File: src/rtl/prbs_checker_err_window.sv
// Error-window tracker: counts errors over WIN checked bits and flags loss of lock at LOSS_THRESH.
module prbs_err_window #(
   parameter int WIN         = 32,
   parameter int LOSS_THRESH = 4
) (
   input  logic clk,
   input  logic rst_n,
   input  logic clear,
   input  logic step,
   input  logic err,
   output logic loss_of_lock
);

   localparam int PW = (WIN > 1) ? $clog2(WIN) : 1;
   localparam int EW = $clog2(LOSS_THRESH + 1);
   localparam logic [PW-1:0] POS_LAST = PW'(WIN - 1);
   localparam logic [EW-1:0] ERR_LAST = EW'(LOSS_THRESH - 1);

   logic [PW-1:0] win_pos;
   logic [EW-1:0] win_err;

   assign loss_of_lock = step & err & (win_err == ERR_LAST);

   // An error on the last bit of a window is checked for loss, then discarded with the wrap
   always_ff @(posedge clk or negedge rst_n) begin
      if (!rst_n) begin
         win_pos <= '0;
         win_err <= '0;
      end else if (clear || loss_of_lock) begin
         win_pos <= '0;
         win_err <= '0;
      end else if (step) begin
         if (win_pos == POS_LAST) begin
            win_pos <= '0;
            win_err <= '0;
         end else begin
            win_pos <= win_pos + 1'b1;
            if (err) win_err <= win_err + 1'b1;
         end
      end
   end

endmodule

File: config.mk
export PLATFORM = sky130hd
export DESIGN_NAME = prbs_err_window
export DESIGN_NICKNAME = d
export VERILOG_FILES = /design/src/rtl/prbs_checker_err_window.sv
export SDC_FILE = /design/constraint.sdc
export NUM_CORES = 1
export LEC_CHECK = 0
export BUFFER_PORTS_ARGS = -buffer_cell sky130_fd_sc_hd__buf_2
export CORE_AREA = 3 3 40 42
export DETAILED_ROUTE_END_ITERATION = 8
export DIE_AREA = 0 0 43 45
export HOLD_SLACK_MARGIN = 0.12
export PLACE_DENSITY_LB_ADDON = 0.1
export SLEW_MARGIN = 20
export SYNTH_ARGS = -nofsm -noshare
export SYNTH_HDL_FRONTEND = slang
export SYNTH_SLANG_ARGS = --single-unit
File: constraint.sdc
create_clock -name clk -period 1.65 [get_ports clk]
set_input_delay 0.33 -clock clk [delete_from_list [all_inputs] [get_ports clk]]
set_output_delay 0.33 -clock clk [all_outputs]
set_load 0.01 [all_outputs]
**After elaboration in Yosys (flattened, before gate mapping)**

Cells that the tools add are included.
W data, S select, Z words.

- Register bits after elaboration: 8
- Output and inout bits: 1
- Bits of input ports: 5
- Logic and storage cells: 19

- Bitwise logic cells: 2
- Reductions and logical operators: 4
- $add $sub $neg: 2
- Equal/unequal tests: 2
- Mux-type cells: 7

Operators with widths:

| kind | count |
|---|---|
| $mux W5 | 3 |
| $mux W3 | 4 |
| $add A5 B1 Y5 const B | 1 |
| $eq A5 B5 Y1 const B | 1 |
| $add A3 B1 Y3 const B | 1 |
| $eq A3 B2 Y1 const B | 1 |
| $reduce_bool A3 Y1 | 1 |
| $and A1 B1 Y1 | 2 |
| $reduce_and A2 Y1 | 1 |
| $reduce_bool A2 Y1 | 1 |
| $logic_or A1 B1 Y1 | 1 |

**Longest topological paths before layout**

Gate-level depths: netlist of run 1.

- Depth after elaboration: 5
- Mapped depth: 6
- Gate-level depth less buffers: 6

**Worst setup path before layout of run 1**

Ideal clock, no wire load.

- Kind: register to register
- From: register win_pos[0]
- To: register win_err[1]
- Path slack: -169 ps
- Period minus slack after synthesis: 1,819 ps
- Data required time: 1,572 ps
- Buffers on the path: 0
- Library setup time: 78 ps
- Arrival: 1,741 ps
- Cell stages (with the launch flop): 7
- Cell sequence: dfrtp_1 ha_1 and3_1 ha_1 nand2b_4 or4b_4 o2bb2ai_1

- Longest elaborated chain between the ends: 4
- Elaborated cells on any way between the ends: 6
- Those cells by class: eq/ne: 1; mux: 3; reduce/logical: 2

Ends and longest elaborated chain:

| element | RTL line | RTL |
|---|---|---|
| start: declaration | 19 | `logic [PW-1:0] win_pos;` |
| start signal: assignment | 37 | `win_pos <= win_pos + 1'b1;` |
| $eq A5 B5 Y1 * | 33 | `if (win_pos == POS_LAST) begin` |
| $mux W3 | 33 |  |
| $mux W3 | 32 | `end else if (step) begin` |
| $mux W3 | 29 | `end else if (clear \|\| loss_of_lock) begin` |
| end signal: assignment | 38 | `if (err) win_err <= win_err + 1'b1;` |
| end: declaration | 20 | `logic [EW-1:0] win_err;` |

Mark *: on every way between the ends. The rest lies on a longest branch, timed or not. The select of a mux whose other input is x is not followed.
A chain may end at the register's enable or synchronous reset.

**Final worst setup path of run 1**

- From: register win_pos[1]
- To: register win_err[0]

The elaborated chain is that of the path after synthesis.

==> results of run 1 <==
==> worst register-to-register path: cells and delay by family (launching register included) <==
family	cells	cell delay, ps
DFF	1	380
adders and majority gates	2	340
and+or+nand+nor	3	830
AOI/OAI and AO/OA	1	140
==> cell type report <==
type / count / area [sq um] / share of cell area (%)
flip-flops and latches: 8 / 200.2 / 31.56
repair buffers: 14 / 101.3 / 15.98
multi-input cells: 30 / 280.3 / 44.18
inverters: 3 / 11.26 / 1.775
well taps: 15 / 18.77 / 2.959
clock buffers: 3 / 22.52 / 3.550
==> how the worst max path moves through the flow <==
stage	end	slack, ps	cells after the start
2_1_floorplan	win_err[1]	-70	6
3_3_place_gp	win_err[1]	-70	6
3_5_place_dp	win_err[2]	-110	6
4_1_cts	win_err[1]	-110	6
5_1_grt	win_err[2]	-160	6
6_report	win_err[0]	-100	6
==> sequential cells by signal, indices dropped and copies added, names as in the netlist <==
register  cells
win_err       3
win_pos       5
==> cells in the final DEF (no fill, tap or decap) <==
cell	synthesis	final
inv_1	3	3
clkbuf_4	0	3
o21a_1	1	1
o21ai_0	2	2
mux2_2	1	1
mux2i_1	2	2
and4bb_2	1	1
dfrtp_1	8	8
nand2b_4	1	1
dlygate4sd3_1	0	1
ha_4	0	1
a21oi_2	0	1
nor3b_1	1	1
buf_4	0	8
or3_2	1	1
or4b_4	1	1
a21oi_1	2	1
and3_2	1	1
o21bai_1	1	1
ha_2	0	3
buf_6	1	1
nor2_1	5	5
a31oi_1	1	1
or2_2	1	1
and3_4	0	1
buf_2	0	4
o2bb2ai_2	0	2
nand3_1	1	1
==> power by group <==
group          switching [uW]  internal [uW]  leakage (uW)  total (uW)
combinational            28.7           31.4      0.000172        60.1
sequential               3.94            203      0.000109         207
clock                    63.3           83.0     0.0000138         146
==> per-stage QoR <==
step / setup TNS (ps) / hold slack [ps] / instance area, sq um / worst slack, ps
final: -312.2 / 420.5 / 634.4 / -103.9
after CTS: -349.2 / 397.4 / 603.1 / -111.6
after floorplan: -218.2 / 34.41 / 481.7 / -68.89
after global routing: -574.0 / 421.5 / 634.4 / -159.5
after detailed placement: -338.8 / 184.4 / 544.3 / -107.9
after global placement: -207.9 / 180.4 / 544.3 / -74.05
==> cells by family (layout without fill, tap and decap cells) <==
logic type | count (synthesis) | count (layout) | share of synthesized area [%]
flip-flops | 8 | 8 | 43.36
adder cells (fa/ha/maj) | 4 | 4 | 10.84
AND/OR/NAND/NOR | 14 | 14 | 21.41
buffers and inverters | 4 | 20 | 4.878
AO/OA/AOI/OAI | 9 | 9 | 12.74
multiplexers | 3 | 3 | 6.775
==> metal layers <==
layer  up-vias  global-route usage [%]  wire length, um
met5         -                       0                0
met4         0                   3.614               21
met3         2                   3.586               33
met2         5                   19.46              448
met1       175                   12.35              391
li1        186                       -                -
==> timing repair <==
item,CTS,global route
endpoints found under the setup margin,5,5
hold endpoints to repair,8,0
buffers inserted,1,3
pin swaps,0,1
resized for setup,4,2
hold buffers,1,0
==> qor.yml, run 1 <==
critical_path:
  rrSetupSlack_ps: -100
  path_max_fanout: 3
  cp-start-kind: "flip-flop"
  worstSetupStartpoint: "win_pos[1]"
  crit_family: "simple AND/OR/NAND/NOR gates"
  crit_chain: "ha_2 > and3_4 > ha_4 > nand2b_4 > or4b_4 > o21bai_1"
  reg2reg_to: "win_err[0]"
  cp_num_buf_inv: 0
  crit_required_ps: 1830
  worstRegToRegCells: 6
  end_kind: "flip-flop"
  crit_slowest_cell: "or4b_4"
  worst-setup-path-type: "reg -> reg"
  reg2reg_from: "win_pos[1]"
  max_stage_delay_ps: 510
  arrival_ps: 1930
final_layout:
  num_antenna_cells: 0
  area_growth_pct: 37.40
  n_fill_cell: 124
  nets: 69
  layout-drive-gt1-share_pct: 53.45
  fin_util_pct: 49.37
  stdcell_count: 73
run_status:
  status: "finished with violations"
  violations: "setup timing"
clocking:
  clock_sinks: 8
  root_buffer: "clkbuf_4"
  cts_tree: "built"
  htreeDepth: 1
  cts_max_path_buffers: 2
  clk_pin_slew_ps: 60
  cts_inserted_buffers: 3
  clock_latency_ps: 250
logic_synthesis:
  synth_cell_types: 22
  yosysSeqAreaShare_pct: 43.36
  synthesis.nets: 51
  yosysWarnings: 0
  postSynthCellCount: 42
  synth_flop_cell: "dfrtp_1"
  syn_area_sq_um: 461.7
  synth_top_area_share_pct: 43.36
  yosys-top-cells-area: "dfrtp_1 (43%), ha_1 (11%), mux2i_1 (4.3%)"
  async_flop_share_pct: 100.0
  synth_top_area_cell: "dfrtp_1"
  ys_seq_elements: 8
  avgSynthCellArea_sq_um: 10.99
  synthTopCellsByCount: "dfrtp_1 (8), nor2_1 (5), ha_1 (4)"
  synth_edf_count: 0
  synth_most_common_cell: "dfrtp_1"
routing:
  totalWireLength_um: 895
  num_vias: 368
  drc: 0
  wire_per_inst_um: 12.26
  first_pass_iters: 4
  ant_nets: 0
  initialDrtViolationCount: 8
  vias_per_cell: 5.041
placed_design:
  gp_congestion: 0.7037
  hpwl_um: 653.4
  dpl.cell_count: 65
  portBuffers: 5
timing:
  relSlewSlack_pct: 84.42
  rsz0062_at_grt: "true"
  slew_viol_final: 0
  period_share_pct: 106.3
  setup_ws_ps: -103.9
  clock_skew_ps: 8.960
  worst_slew_pin_slew_ps: 232.9
  post-route-min-period_ps: 1754
  hold_viol: 0
  setup_viol: 4
  fmax_mhz: 570.2
worst_hold_path:
  hold_path_startpoint: "clear"
  hp-class: "in -> reg"
  worstHoldPathCells: 3
  holdPathEnd: "win_err[0]"
grt:
  grt_pass1_vias: 383
  grt.total_usage_pct: 10.92
  antenna_found_initial: 0
  overflow: 0
  grt_max_degree: 10
  grt_pass1_wl_um: 1573
pwr:
  p_per_area_mw_per_mm2: 651.6
  vdd_drop_max_mv: 0.3576
  p_leak_uw: 0.0002957
  finalPower_uw: 413.4
die:
  core_area_sq_mm: 0.001285
  dieArea_sq_mm: 0.001935
  ios: 6
  die_w_um: 43
  die_height_um: 45
  initial_utilization_pct: 35.93
  num_rows: 13
job:
  maxCapViolCount: 0
(Power assumes the default switching activity.)
==> inputs of run 2 (changes only) <==
Settings changed: HOLD_SLACK_MARGIN 0.12 to 0.15, RECOVER_POWER set to 100.
==> qor.yml, run 2 (synthesis results as in run 1) <==
clocking:
  cts_inserted_buffers: 3  # unchanged
  cts_max_path_buffers: 2  # unchanged
  htreeDepth: 1  # unchanged
  clock_sinks: 8  # unchanged
  clk_pin_slew_ps: 60  # about the same
  cts_tree: "built"
  root_buffer: "clkbuf_4"
  clock_latency_ps: 250  # about the same
critical_path:
  crit_required_ps: 1830  # about the same
  end_kind: "flip-flop"
  cp-start-kind: "flip-flop"
  worstRegToRegCells: 6  # unchanged
  reg2reg_from: "win_pos[1]"
  worstSetupStartpoint: "win_pos[1]"
  rrSetupSlack_ps: -100  # about the same
  cp-endpoint: "win_err[0]"
  worst-setup-path-type: "reg -> reg"
  path_max_fanout: 3  # unchanged
  arrival_ps: 1930  # about the same
  reg2reg_to: "win_err[0]"
final_layout:
  layout-drive-gt1-share_pct: 48.28  # -5.2 points
  multi_input_area_sq_um: 275.3  # -1.8%
  num_antenna_cells: 0  # unchanged
  reg_top3: "win_pos x5, win_err x3"
  top_register: "win_pos"
  regArea_sq_um: 200.2  # unchanged
  largest_reg_flops: 5  # unchanged
  area_growth_pct: 36.04
  layout_common_cells: "buf_4 (8), dfrtp_1 (8), nor2_1 (5)"
  n_fill_cell: 124  # unchanged
  fin_util_pct: 48.88  # -0.49 points
  nets: 69  # unchanged
routing:
  drc: 0  # unchanged
  ant_nets: 0  # unchanged
  num_vias: 366  # -0.54%
  initialDrtViolationCount: 6  # -2
  totalWireLength_um: 899  # +0.45%
  first_pass_iters: 3  # -1
  wire_per_inst_um: 12.32  # +0.45%
  vias_per_cell: 5.014  # -0.54%
timing:
  setup_viol: 5  # +1
  relSlewSlack_pct: 69.07  # -15 points
  setup_ws_ps: -102.4  # +1.504 ps
  rsz0062_at_grt: "true"
  worst_slew_pin_slew_ps: 463.9  # +231.0 ps
  slew_viol_final: 0  # unchanged
  period_share_pct: 106.2  # about the same
  whs_ps: 419.2  # -1.347 ps
  post-route-min-period_ps: 1752  # -1.504 ps
  fmax_mhz: 570.7  # about the same
  hold_viol: 0  # unchanged
  clock_skew_ps: 10.18  # +1.221 ps
pwr:
  p_leak_uw: 0.0002969  # +0.40%
  vdd_drop_max_mv: 0.3618  # +1.2%
  finalPower_uw: 413.9  # +0.14%
  p_per_area_mw_per_mm2: 659.0  # +1.1%
die:
  num_rows: 13  # unchanged
  ios: 6  # unchanged
  core_area_sq_mm: 0.001285  # unchanged
  dieArea_sq_mm: 0.001935  # unchanged
  initial_utilization_pct: 35.93  # unchanged
  die_height_um: 45  # unchanged
  die_w_um: 43  # unchanged
grt:
  antenna_found_initial: 0  # unchanged
  grt_pass1_vias: 383  # unchanged
  grt_max_degree: 10  # unchanged
  overflow: 0  # unchanged
  grt_pass1_wl_um: 1573  # unchanged
  grt.total_usage_pct: 10.92  # unchanged
job:
  maxCapViolCount: 0  # unchanged
run_status:
  status: "finished with violations"
  violations: "setup timing"
placed_design:
  portBuffers: 5  # unchanged
  dp_slack_ps: -107.9  # unchanged
  hpwl_um: 653.4  # unchanged
  gp_congestion: 0.7037  # unchanged
worst_hold_path:
  hp-class: "in -> reg"
  hold_path_startpoint: "clear"
[run 2: what timing repair did]
item,4_1_cts,5_1_grt
setup endpoints to repair,5,5
pin swaps,0,1
setup buffers,1,3
resized for setup,4,2
endpoints found under the hold margin,8,0
hold buffers,1,0
[run 2: area by class of cell]
| type | instances | area share, % |
|---|---|---|
| multi-input combinational | 30 | 43.82 |
| clock buffer | 3 | 3.586 |
| tap | 15 | 2.988 |
| sequential | 8 | 31.87 |
| timing repair buffer | 14 | 15.94 |
| inverter | 3 | 1.793 |
[run 2: metal layers]
layer	share of wire, %	GRT usage, %	wire length [um]
met1	43	12.35	390
met2	50	19.46	453
met3	3.7	3.586	33
met4	2.3	3.614	21
met5	0	0	0
[run 2: how the worst min path moves through the flow]
stage	to	slack, ps	cells after the start
2_1_floorplan	win_err[0]	30	0
3_3_place_gp	win_pos[3]	180	1
3_5_place_dp	win_pos[3]	180	1
4_1_cts	win_err[2]	400	3
5_1_grt	win_err[1]	420	3
6_report	win_err[0]	420	3
[run 2: per-stage QoR]
| stage | TNS [ps] | cell area [sq um] | cells |
|---|---|---|---|
| detailed placement | -338.8 | 544.3 | 65 |
| floorplan | -218.2 | 481.7 | 42 |
| global placement | -207.9 | 544.3 | 65 |
| CTS | -349.2 | 603.1 | 70 |
| finish | -309.5 | 628.1 | 73 |
| global route | -640.9 | 628.1 | 73 |
[run 2: worst max-delay path: stages (launching register included)]
cell	delay [ps]
dfrtp_1	380
ha_2	190
and3_4	180
ha_4	150
nand2b_4	140
or4b_4	510
o21bai_1	140
[run 2: where the power goes]
part           internal, uW  switching [uW]  leakage (uW)
clock                  83.1            64.3     0.0000138
combinational          30.9            28.9      0.000174
sequential              203            3.87      0.000109
total                   317            97.1      0.000297
==> inputs of run 3 (changes only) <==
Settings changed: REMOVE_ABC_BUFFERS set to 1.
==> qor.yml, run 3 (synthesis results as in run 1) <==
run_status:
  status: "finished with violations"
  violations: "setup timing"
die:
  die_w_um: 43  # unchanged
  num_rows: 13  # unchanged
  core_area_sq_mm: 0.001285  # unchanged
  initial_utilization_pct: 35.93  # unchanged
  dieArea_sq_mm: 0.001935  # unchanged
  ios: 6  # unchanged
  die_height_um: 45  # unchanged
grt:
  overflow: 0  # unchanged
  grt_pass1_wl_um: 1524  # -3.1%
  grt_max_degree: 10  # unchanged
  grt.total_usage_pct: 10.87  # -0.047 points
  antenna_found_initial: 0  # unchanged
  grt_pass1_vias: 377  # -1.6%
routing:
  initialDrtViolationCount: 4  # -2
  wire_per_inst_um: 12.49  # +1.4%
  num_vias: 356  # -2.7%
  drc: 0  # unchanged
  totalWireLength_um: 887  # -1.3%
  first_pass_iters: 3  # unchanged
  ant_nets: 0  # unchanged
  vias_per_cell: 5.014  # about the same
critical_path:
  path_max_fanout: 3  # unchanged
  end_kind: "flip-flop"
  worst-setup-path-type: "reg -> reg"
  crit_chain: "ha_2 > and3_4 > ha_4 > nand2b_4 > or4b_4 > o21bai_1"
  crit_required_ps: 1820  # about the same
  crit_slowest_cell: "or4b_4"
  arrival_ps: 1950  # +20 ps
  max_stage_delay_ps: 550  # +40 ps
  cp-start-kind: "flip-flop"
final_layout:
  layout-drive-gt1-share_pct: 46.43  # -1.8 points
  num_antenna_cells: 0  # unchanged
  layout_commonest_cell: "dfrtp_1"
  largest_reg_flops: 5  # unchanged
  reg_top3: "win_pos x5, win_err x3"
  area_growth_pct: 32.79
  layout_common_cells: "dfrtp_1 (8), buf_4 (6), nor2_1 (5)"
  fin_area_sq_um: 613.1  # -2.4%
  top_register: "win_pos"
  nets: 67  # -2.9%
timing:
  slew_viol_final: 0  # unchanged
  setup_ws_ps: -128.4  # -26.05 ps
  clock_skew_ps: 5.773  # -4.408 ps
  relSlewSlack_pct: 71.39  # +2.3 points
  fmax_mhz: 562.3  # -1.5%
  rsz0062_at_grt: "true"
  setup_viol: 5  # unchanged
  period_share_pct: 107.8  # +1.6 points
  fin_setup_tns_ps: -368.6  # -59.07 ps
  post-route-min-period_ps: 1778  # +26.05 ps
  hold_viol: 0  # unchanged
  worst_slew_pin_slew_ps: 429.2  # -34.70 ps
clocking:
  clock_sinks: 8  # unchanged
  clk_pin_slew_ps: 60  # about the same
  cts_max_path_buffers: 2  # unchanged
  clock_latency_ps: 250  # about the same
  htreeDepth: 1  # unchanged
  cts_tree: "built"
  root_buffer: "clkbuf_4"
  cts_inserted_buffers: 3  # unchanged
placed_design:
  hpwl_um: 673.3  # +3.0%
  portBuffers: 5  # unchanged
  dpl_cell_area_sq_um: 524.3  # -3.7%
  gp_congestion: 0.7538  # +7.1%
worst_hold_path:
  hp-class: "in -> reg"
pwr:
  p_leak_uw: 0.0002860  # -3.7%
  vdd_drop_max_mv: 0.2569  # -29%
  p_per_area_mw_per_mm2: 665.8  # +1.0%
job:
  maxCapViolCount: 0  # unchanged
run 3: changes by cell type in the layout (fill, tap and decap cells not counted), sizes merged:
cell  before  now
buf       12   10
run 3: what timing repair did:
action / CTS / global route
pin swaps: 6 / 2
buffers inserted: 2 / 0
hold buffers: 1 / 0
hold endpoints to repair: 8 / 0
gates resized for setup: 7 / 3
setup endpoints to repair: 5 / 5
run 3: critical path: cells and delay by family, from the launching register on:
kind | cells | cell delay, ps
adder cells (fa/ha/maj) | 2 | 350
flip-flops | 1 | 380
AO/OA/AOI/OAI | 1 | 150
AND/OR/NAND/NOR | 3 | 840
run 3: path summary, 6_finish.rpt:
path | to | start | cells past startpoint | slack (ps)
setup reg to reg | win_err[0] | win_pos[1] | 6 | -130
hold reg to reg | win_err[2] | win_err[2] | 1 | 500
min in group asynchronous | win_pos[3] | rst_n | 2 | 520
max in group asynchronous | win_pos[1] | rst_n | 2 | 820
setup / recovery | win_err[0] | win_pos[1] | 6 | -130
hold / removal | win_err[1] | clear | 3 | 420
run 3: routing by layer:
metal	routed length (um)	up-vias	GRT usage, %
met1	398	174	11.22
li1	-	179	-
met2	462	3	19.76
met3	26	0	3.984
met4	0	0	4.819
met5	0	-	0
run 3: final cells by class:
cell class	instances	area, sq um
flip-flops and latches	8	200.2
inverters	3	11.26
well taps	15	18.77
repair buffers	12	85.08
fillers	118	671.9
clock buffers	3	22.52
multi-input cells	30	275.3
run 3: per-stage QoR:
step	setup WS (ps)	total power [uW]	utilization, %	instances	hold slack [ps]
after detailed placement	-211.1	258.1	40.80	65	183.8
after floorplan	-168.9	233.8	-	41	34.41
after global placement	-178.9	256.3	40.80	65	180.7
after CTS	-143.4	412.8	47.22	71	419.6
after global routing	-185.9	428.5	47.71	71	423.8
final	-128.4	408.2	47.71	71	420.9
run 3: report_power, final:
group | switching (uW) | internal [uW] | leakage, uW
Clock | 61.8 | 82.9 | 0.0000138
Sequential | 4.13 | 203 | 0.000109
Combinational | 27.6 | 28.7 | 0.000163
Total | 93.6 | 315 | 0.000286
